--- config.mk ---
export PLATFORM = sky130hd
export DESIGN_NAME = riscv_alu_issue
export DESIGN_NICKNAME = d
export VERILOG_FILES = /design/src/rtl/riscv_alu_issue.sv
export SDC_FILE = /design/constraint.sdc
export NUM_CORES = 1
export LEC_CHECK = 0
export BUFFER_PORTS_ARGS = -buffer_cell sky130_fd_sc_hd__buf_2
export CAP_MARGIN = 20
export CORE_ASPECT_RATIO = 0.7
export CORE_MARGIN = 2
export CORE_UTILIZATION = 47
export DETAILED_ROUTE_END_ITERATION = 10
export PLACE_DENSITY = 0.77
export SLEW_MARGIN = 10
export SYNTH_ARGS = -nofsm -noshare
export SYNTH_HDL_FRONTEND = slang
export SYNTH_SLANG_ARGS = --single-unit
--- constraint.sdc ---
create_clock -name clk -period 2 [get_ports clk]
set_clock_uncertainty 0.05 [all_clocks]
set_input_delay 0.2 -clock clk [delete_from_list [all_inputs] [get_ports clk]]
set_output_delay 0.2 -clock clk [all_outputs]
set_load 0.05 [all_outputs]
--- src/rtl/riscv_alu_issue.sv ---
// RV32I decode/issue stage feeding the ALU.
// One registered output slot plus a one-entry skid buffer.
module riscv_alu_issue #(
  parameter int TAG_W = 4
) (
  input  logic             clk,
  input  logic             rst_n,
  input  logic             flush,
  input  logic             in_valid,
  output logic             in_ready,
  input  logic [31:0]      in_instr,
  input  logic [31:0]      in_pc,
  input  logic [31:0]      in_rs1_data,
  input  logic [31:0]      in_rs2_data,
  input  logic [TAG_W-1:0] in_tag,
  output logic             out_valid,
  input  logic             out_ready,
  output logic [31:0]      out_a,
  output logic [31:0]      out_b,
  output logic [3:0]       out_alu_ctrl,
  output logic [4:0]       out_rd,
  output logic             out_illegal,
  output logic [TAG_W-1:0] out_tag
);

  localparam logic [3:0] ADD  = 4'd0;
  localparam logic [3:0] SUB  = 4'd1;
  localparam logic [3:0] AND  = 4'd2;
  localparam logic [3:0] OR   = 4'd3;
  localparam logic [3:0] XOR  = 4'd4;
  localparam logic [3:0] SLL  = 4'd5;
  localparam logic [3:0] SRL  = 4'd6;
  localparam logic [3:0] SRA  = 4'd7;
  localparam logic [3:0] SLT  = 4'd8;
  localparam logic [3:0] SLTU = 4'd9;

  localparam logic [6:0] OP_REG = 7'b0110011;
  localparam logic [6:0] OP_IMM = 7'b0010011;
  localparam logic [6:0] OP_LUI = 7'b0110111;
  localparam logic [6:0] OP_AUI = 7'b0010111;

  typedef struct packed {
    logic [31:0]      a;
    logic [31:0]      b;
    logic [3:0]       ctrl;
    logic [4:0]       rd;
    logic             ill;
    logic [TAG_W-1:0] tag;
  } ent_t;

  function automatic logic [3:0] f3_ctrl(
    input logic [2:0] f3,
    input logic       alt
  );
    logic [3:0] c;
    unique case (f3)
      3'b000:  c = alt ? SUB : ADD;
      3'b001:  c = SLL;
      3'b010:  c = SLT;
      3'b011:  c = SLTU;
      3'b100:  c = XOR;
      3'b101:  c = alt ? SRA : SRL;
      3'b110:  c = OR;
      default: c = AND;
    endcase
    return c;
  endfunction

  logic [6:0]  w_op;
  logic [2:0]  w_f3;
  logic [6:0]  w_f7;
  logic        w_alt;
  logic        w_f7z;
  logic [31:0] w_imm;
  logic [31:0] w_shamt;
  logic [31:0] w_uimm;
  ent_t        w_dec;

  assign w_op    = in_instr[6:0];
  assign w_f3    = in_instr[14:12];
  assign w_f7    = in_instr[31:25];
  assign w_alt   = (w_f7 == 7'b0100000);
  assign w_f7z   = (w_f7 == 7'b0000000);
  assign w_imm   = {{20{in_instr[31]}}, in_instr[31:20]};
  assign w_shamt = {27'b0, in_instr[24:20]};
  assign w_uimm  = {in_instr[31:12], 12'b0};

  // Illegal encodings issue as ADD 0,0 so the ALU sees a harmless op.
  always_comb begin
    w_dec     = '0;
    w_dec.rd  = in_instr[11:7];
    w_dec.tag = in_tag;
    w_dec.ill = 1'b1;
    unique case (w_op)
      OP_REG: begin
        if (w_f7z || (w_alt && (w_f3 == 3'b000 || w_f3 == 3'b101))) begin
          w_dec.a    = in_rs1_data;
          w_dec.b    = in_rs2_data;
          w_dec.ctrl = f3_ctrl(w_f3, w_alt);
          w_dec.ill  = 1'b0;
        end
      end
      OP_IMM: begin
        if (w_f3 == 3'b001) begin
          if (w_f7z) begin
            w_dec.a    = in_rs1_data;
            w_dec.b    = w_shamt;
            w_dec.ctrl = SLL;
            w_dec.ill  = 1'b0;
          end
        end else if (w_f3 == 3'b101) begin
          if (w_f7z || w_alt) begin
            w_dec.a    = in_rs1_data;
            w_dec.b    = w_shamt;
            w_dec.ctrl = w_alt ? SRA : SRL;
            w_dec.ill  = 1'b0;
          end
        end else begin
          w_dec.a    = in_rs1_data;
          w_dec.b    = w_imm;
          w_dec.ctrl = f3_ctrl(w_f3, 1'b0);
          w_dec.ill  = 1'b0;
        end
      end
      OP_LUI: begin
        w_dec.b   = w_uimm;
        w_dec.ill = 1'b0;
      end
      OP_AUI: begin
        w_dec.a   = in_pc;
        w_dec.b   = w_uimm;
        w_dec.ill = 1'b0;
      end
      default: ;
    endcase
  end

  ent_t r_out;
  ent_t r_skid;
  logic r_ov;
  logic r_sv;
  logic r_rdy;
  logic w_acc;
  logic w_drain;

  assign w_acc   = in_valid && r_rdy;
  assign w_drain = !r_ov || out_ready;

  always_ff @(posedge clk) begin
    if (!rst_n) begin
      r_out  <= '0;
      r_skid <= '0;
      r_ov   <= 1'b0;
      r_sv   <= 1'b0;
      r_rdy  <= 1'b0;
    end else if (flush) begin
      r_ov  <= 1'b0;
      r_sv  <= 1'b0;
      r_rdy <= 1'b1;
    end else if (w_drain) begin
      if (r_sv) begin
        r_out <= r_skid;
        r_ov  <= 1'b1;
        r_sv  <= w_acc;
        r_rdy <= !w_acc;
        if (w_acc) r_skid <= w_dec;
      end else begin
        r_ov  <= w_acc;
        r_rdy <= 1'b1;
        if (w_acc) r_out <= w_dec;
      end
    end else if (w_acc) begin
      r_skid <= w_dec;
      r_sv   <= 1'b1;
      r_rdy  <= 1'b0;
    end
  end

  assign in_ready     = r_rdy;
  assign out_valid    = r_ov;
  assign out_a        = r_out.a;
  assign out_b        = r_out.b;
  assign out_alu_ctrl = r_out.ctrl;
  assign out_rd       = r_out.rd;
  assign out_illegal  = r_out.ill;
  assign out_tag      = r_out.tag;

endmodule
==> results by group <==
Clock tree
  – CTS tree: built
  – Clk root buf: clkbuf_16
  – Clk sinks: about 160
  – Clock Path Buffers: 2
  – Clock-pin slew on the worst setup and hold paths: approximately 0.06 ns
  – Inserted Clock Buffers: 17
  – H-tree Lvls: 4
  – Postcts setup bufs: 0
  – Latest clock arrival within the worst-skew pair: roughly 0.41 ns

Setup path
  – Crit Path Category: reg -> reg
  – Crit. End Element: register
  – WP data required: 2.24 ns
  – Crit-path max FO: 51
  – Type of origin of the critical path: register
  – Worst EP arrival: 2.10 ns

STA
  – Hold Slack: around 0.0075 ns
  – Setup ws final: 0.1418 ns
  – Final period utilization: ~93%
  – Rel. slew slack: approximately 53%
  – Final setup vio count: 0
  – Final min period: 1.858 ns
  – Maximum clock frequency: ~0.54 GHz
  – Final slew viol count: 0
  – Unrepaired setup endpoints after global routing: no
  – Fin. Hold Viols: 0
  – Slew @ Worst Pin: between 0.7 and 0.8 ns

Finish
  – ANT cells: 0
  – Fin nets: ~1200
  – Most common cell after layout, fill and taps aside: buf_2
  – Synth-to-Final Area Change: 32.98%
  – Fillers: about 1300
  – Finished Core Util: between 60% and 70%
  – Finished Cell Area: 9787 µm²
  – Most frequent cells in the layout: buf_2 (215), o21ai_0 (165), dfxtp_1 (156)
  – Layout cells sized above 1: 30.93%

Route
  – Total number of vias: 7862
  – Routed wire length: 23930 µm
  – Drt first pass iters: 7
  – Drt via density: about 6.0
  – Routed len/inst: roughly 18 µm
  – DRC Markers: 0
  – 1st-iter DRT viols: 1106
  – Detail Route Antenna Nets: 0

GRT
  – Largest net degree at the start of global routing: around 160
  – Initial antenna violation count: 0
  – Number of global-route vias before repair: a little over 7000
  – First-pass GRT wire length: ~37000 µm
  – Gr ovfl total: 0
  – GRT Total Usage: around 28%

Synthesis
  – Register bit total from synthesis: approximately 160
  – Mapped Area: between 7000 and 8000 µm²
  – Register area share after synthesis: a little over two fifths
  – Primary FF master, synth: dfxtp_1
  – Warnings from Yosys: 0
  – Mean Syn Cell Area: approximately 8.4 µm²
  – Cells after Synth: roughly 870
  – Ys async rst share: 0%
  – Syn Nets: slightly above 1000
  – Yosys cell types: 49
  – Post-synth EDFFs: 0

Placed design
  – DP Wirelength: around 16000 µm
  – GP Congestion: ~0.9
  – Setup WS pre-CTS: -0.06591 ns
  – Placement-stage cell area: roughly 9000 µm²
  – Port buffer count: 216

Floorplan
  – Row count: 38
  – Initial Utilization: a little under half
  – I/O pin total: around 220
  – Core area: between 15000 and 20000 µm²
  – Die Height: roughly 110 µm
  – Die area: about 17000 µm²
  – Die width: around 150 µm

Min path
  – Hold Path Class: in -> reg

Power
  – Logic pwr share: a little under 9%
  – Psw: between 1500 and 2000 µW
  – Power Density: 730.1 nW/µm²
  – Pint: around 5300 µW
  – Worst vdd rail ir drop: between 0.5 and 0.6 mV
  – Sw Share: between 20% and 30%
  – Register share of total power: 45.0%
  – Leak Pwr: around 0.0042 µW
  – Final Power: between 7000 and 8000 µW
  – Clk pwr share: 46.1%

Run
  – Max Cap Viol: 0

Status
  – Status: completed
[per-stage QoR]
| step | setup TNS (ns) | instances |
|---|---|---|
| 6_report | 0 | 1309 |
| 5_1_grt | 0 | 1309 |
| 4_1_cts | 0 | 1309 |
| 3_5_place_dp | -1.114 | 1253 |
| 3_3_place_gp | -0.2438 | 1253 |
| 2_1_floorplan | 0 | 872 |
[flip-flops by register name, summed over array words and instances, names as in the netlist]
name          cells
in_ready          1
out_a            32
out_alu_ctrl      4
out_b            32
out_illegal       1
out_rd            5
out_tag           4
out_valid         1
r_skid           78
r_sv              1
[logic make-up (layout without fill, tap and decap cells)]
family          Yosys count  count (layout)  synth area share (%)
flops                   159             159                 43.25
buf+inv                  96             333                 5.355
simple gates            220             220                 16.15
xor+xnor                  1               1                0.1190
compound gates          387             387                 33.90
mux                       9               9                 1.224
[power by group through the flow]
stage                     Combinational, µW  Sequential, µW  Clock [µW]
after floorplan                         196            3370           0
after global placement                  580            3280           0
after detailed placement                584            3290           0
after CTS                               622            3210        3340
after global routing                    672            3220        3470
final                                   634            3220        3300
[final cells by class]
type / count / area (µm²) / area share (%)
Timing Repair Buffer: 297 / 1927 / 19.69
Multi-Input combinational cell: 617 / 3812 / 38.95
Sequential cell: 159 / 3187 / 32.56
Inverter: 4 / 15.01 / 0.1534
Tap cell: 200 / 250.2 / 2.557
Clock inverter: 13 / 152.6 / 1.560
Clock buffer: 19 / 442.9 / 4.526
[worst max-delay path, cell delays in order (launching register included)]
cell	delay, ns
dfxtp_2	0.37
a21oi_1	0.10
or3_2	0.50
buf_12	0.20
and2_1	0.18
o21ai_0	0.18
o21ai_0	0.11
[path summary, 6_finish.rpt]
check          startpoint    endpoint  slack, ns  cells after the start
max reg2reg      in_ready    out_a[2]       0.14                      6
max              in_ready    out_a[2]       0.14                      6
min          in_instr[10]   r_skid[8]      0.008                      3
min reg2reg    r_skid[12]  r_skid[12]       0.42                      2
[synthesized netlist by cell type (6+ instances only)]
| cell | n | area [µm²] |
|---|---|---|
| a32oi_1 | 33 | 289.0 |
| clkbuf_1 | 72 | 270.3 |
| nand2b_1 | 6 | 37.54 |
| a222oi_1 | 19 | 190.2 |
| nor3_1 | 6 | 30.03 |
| o211a_1 | 9 | 90.09 |
| a22oi_1 | 23 | 172.7 |
| a21oi_2 | 21 | 183.9 |
| and3_1 | 40 | 250.2 |
| o31ai_1 | 19 | 142.6 |
| dfxtp_1 | 159 | 3183 |
| or3_1 | 11 | 68.82 |
| and2_0 | 22 | 137.6 |
| o21ai_0 | 165 | 825.8 |
| a21oi_1 | 52 | 260.3 |
| a31oi_1 | 15 | 93.84 |
| o211ai_1 | 11 | 82.58 |
| nand2_1 | 90 | 337.8 |
| mux2i_1 | 9 | 90.09 |
| a21boi_0 | 11 | 82.58 |
| buf_2 | 12 | 60.06 |
| and2_1 | 17 | 106.4 |
[timing repair]
| action | CTS | global route |
|---|---|---|
| hold buffers | 24 | 0 |
| endpoints found under the hold margin | 20 | 0 |
| gates resized for setup | 0 | 0 |
[metal layers]
layer  part of all wire, %  track usage [%]  up-vias  wire [µm]
met5                     0                0        -          0
met4                   1.1            7.798        0        269
met3                   8.6            4.412       34       2066
met2                    45            42.60      424      10750
met1                    45            40.67     3706      10840
li1                      -                -     3698          -
No activity file was read; power rests on OpenSTA's default activity.
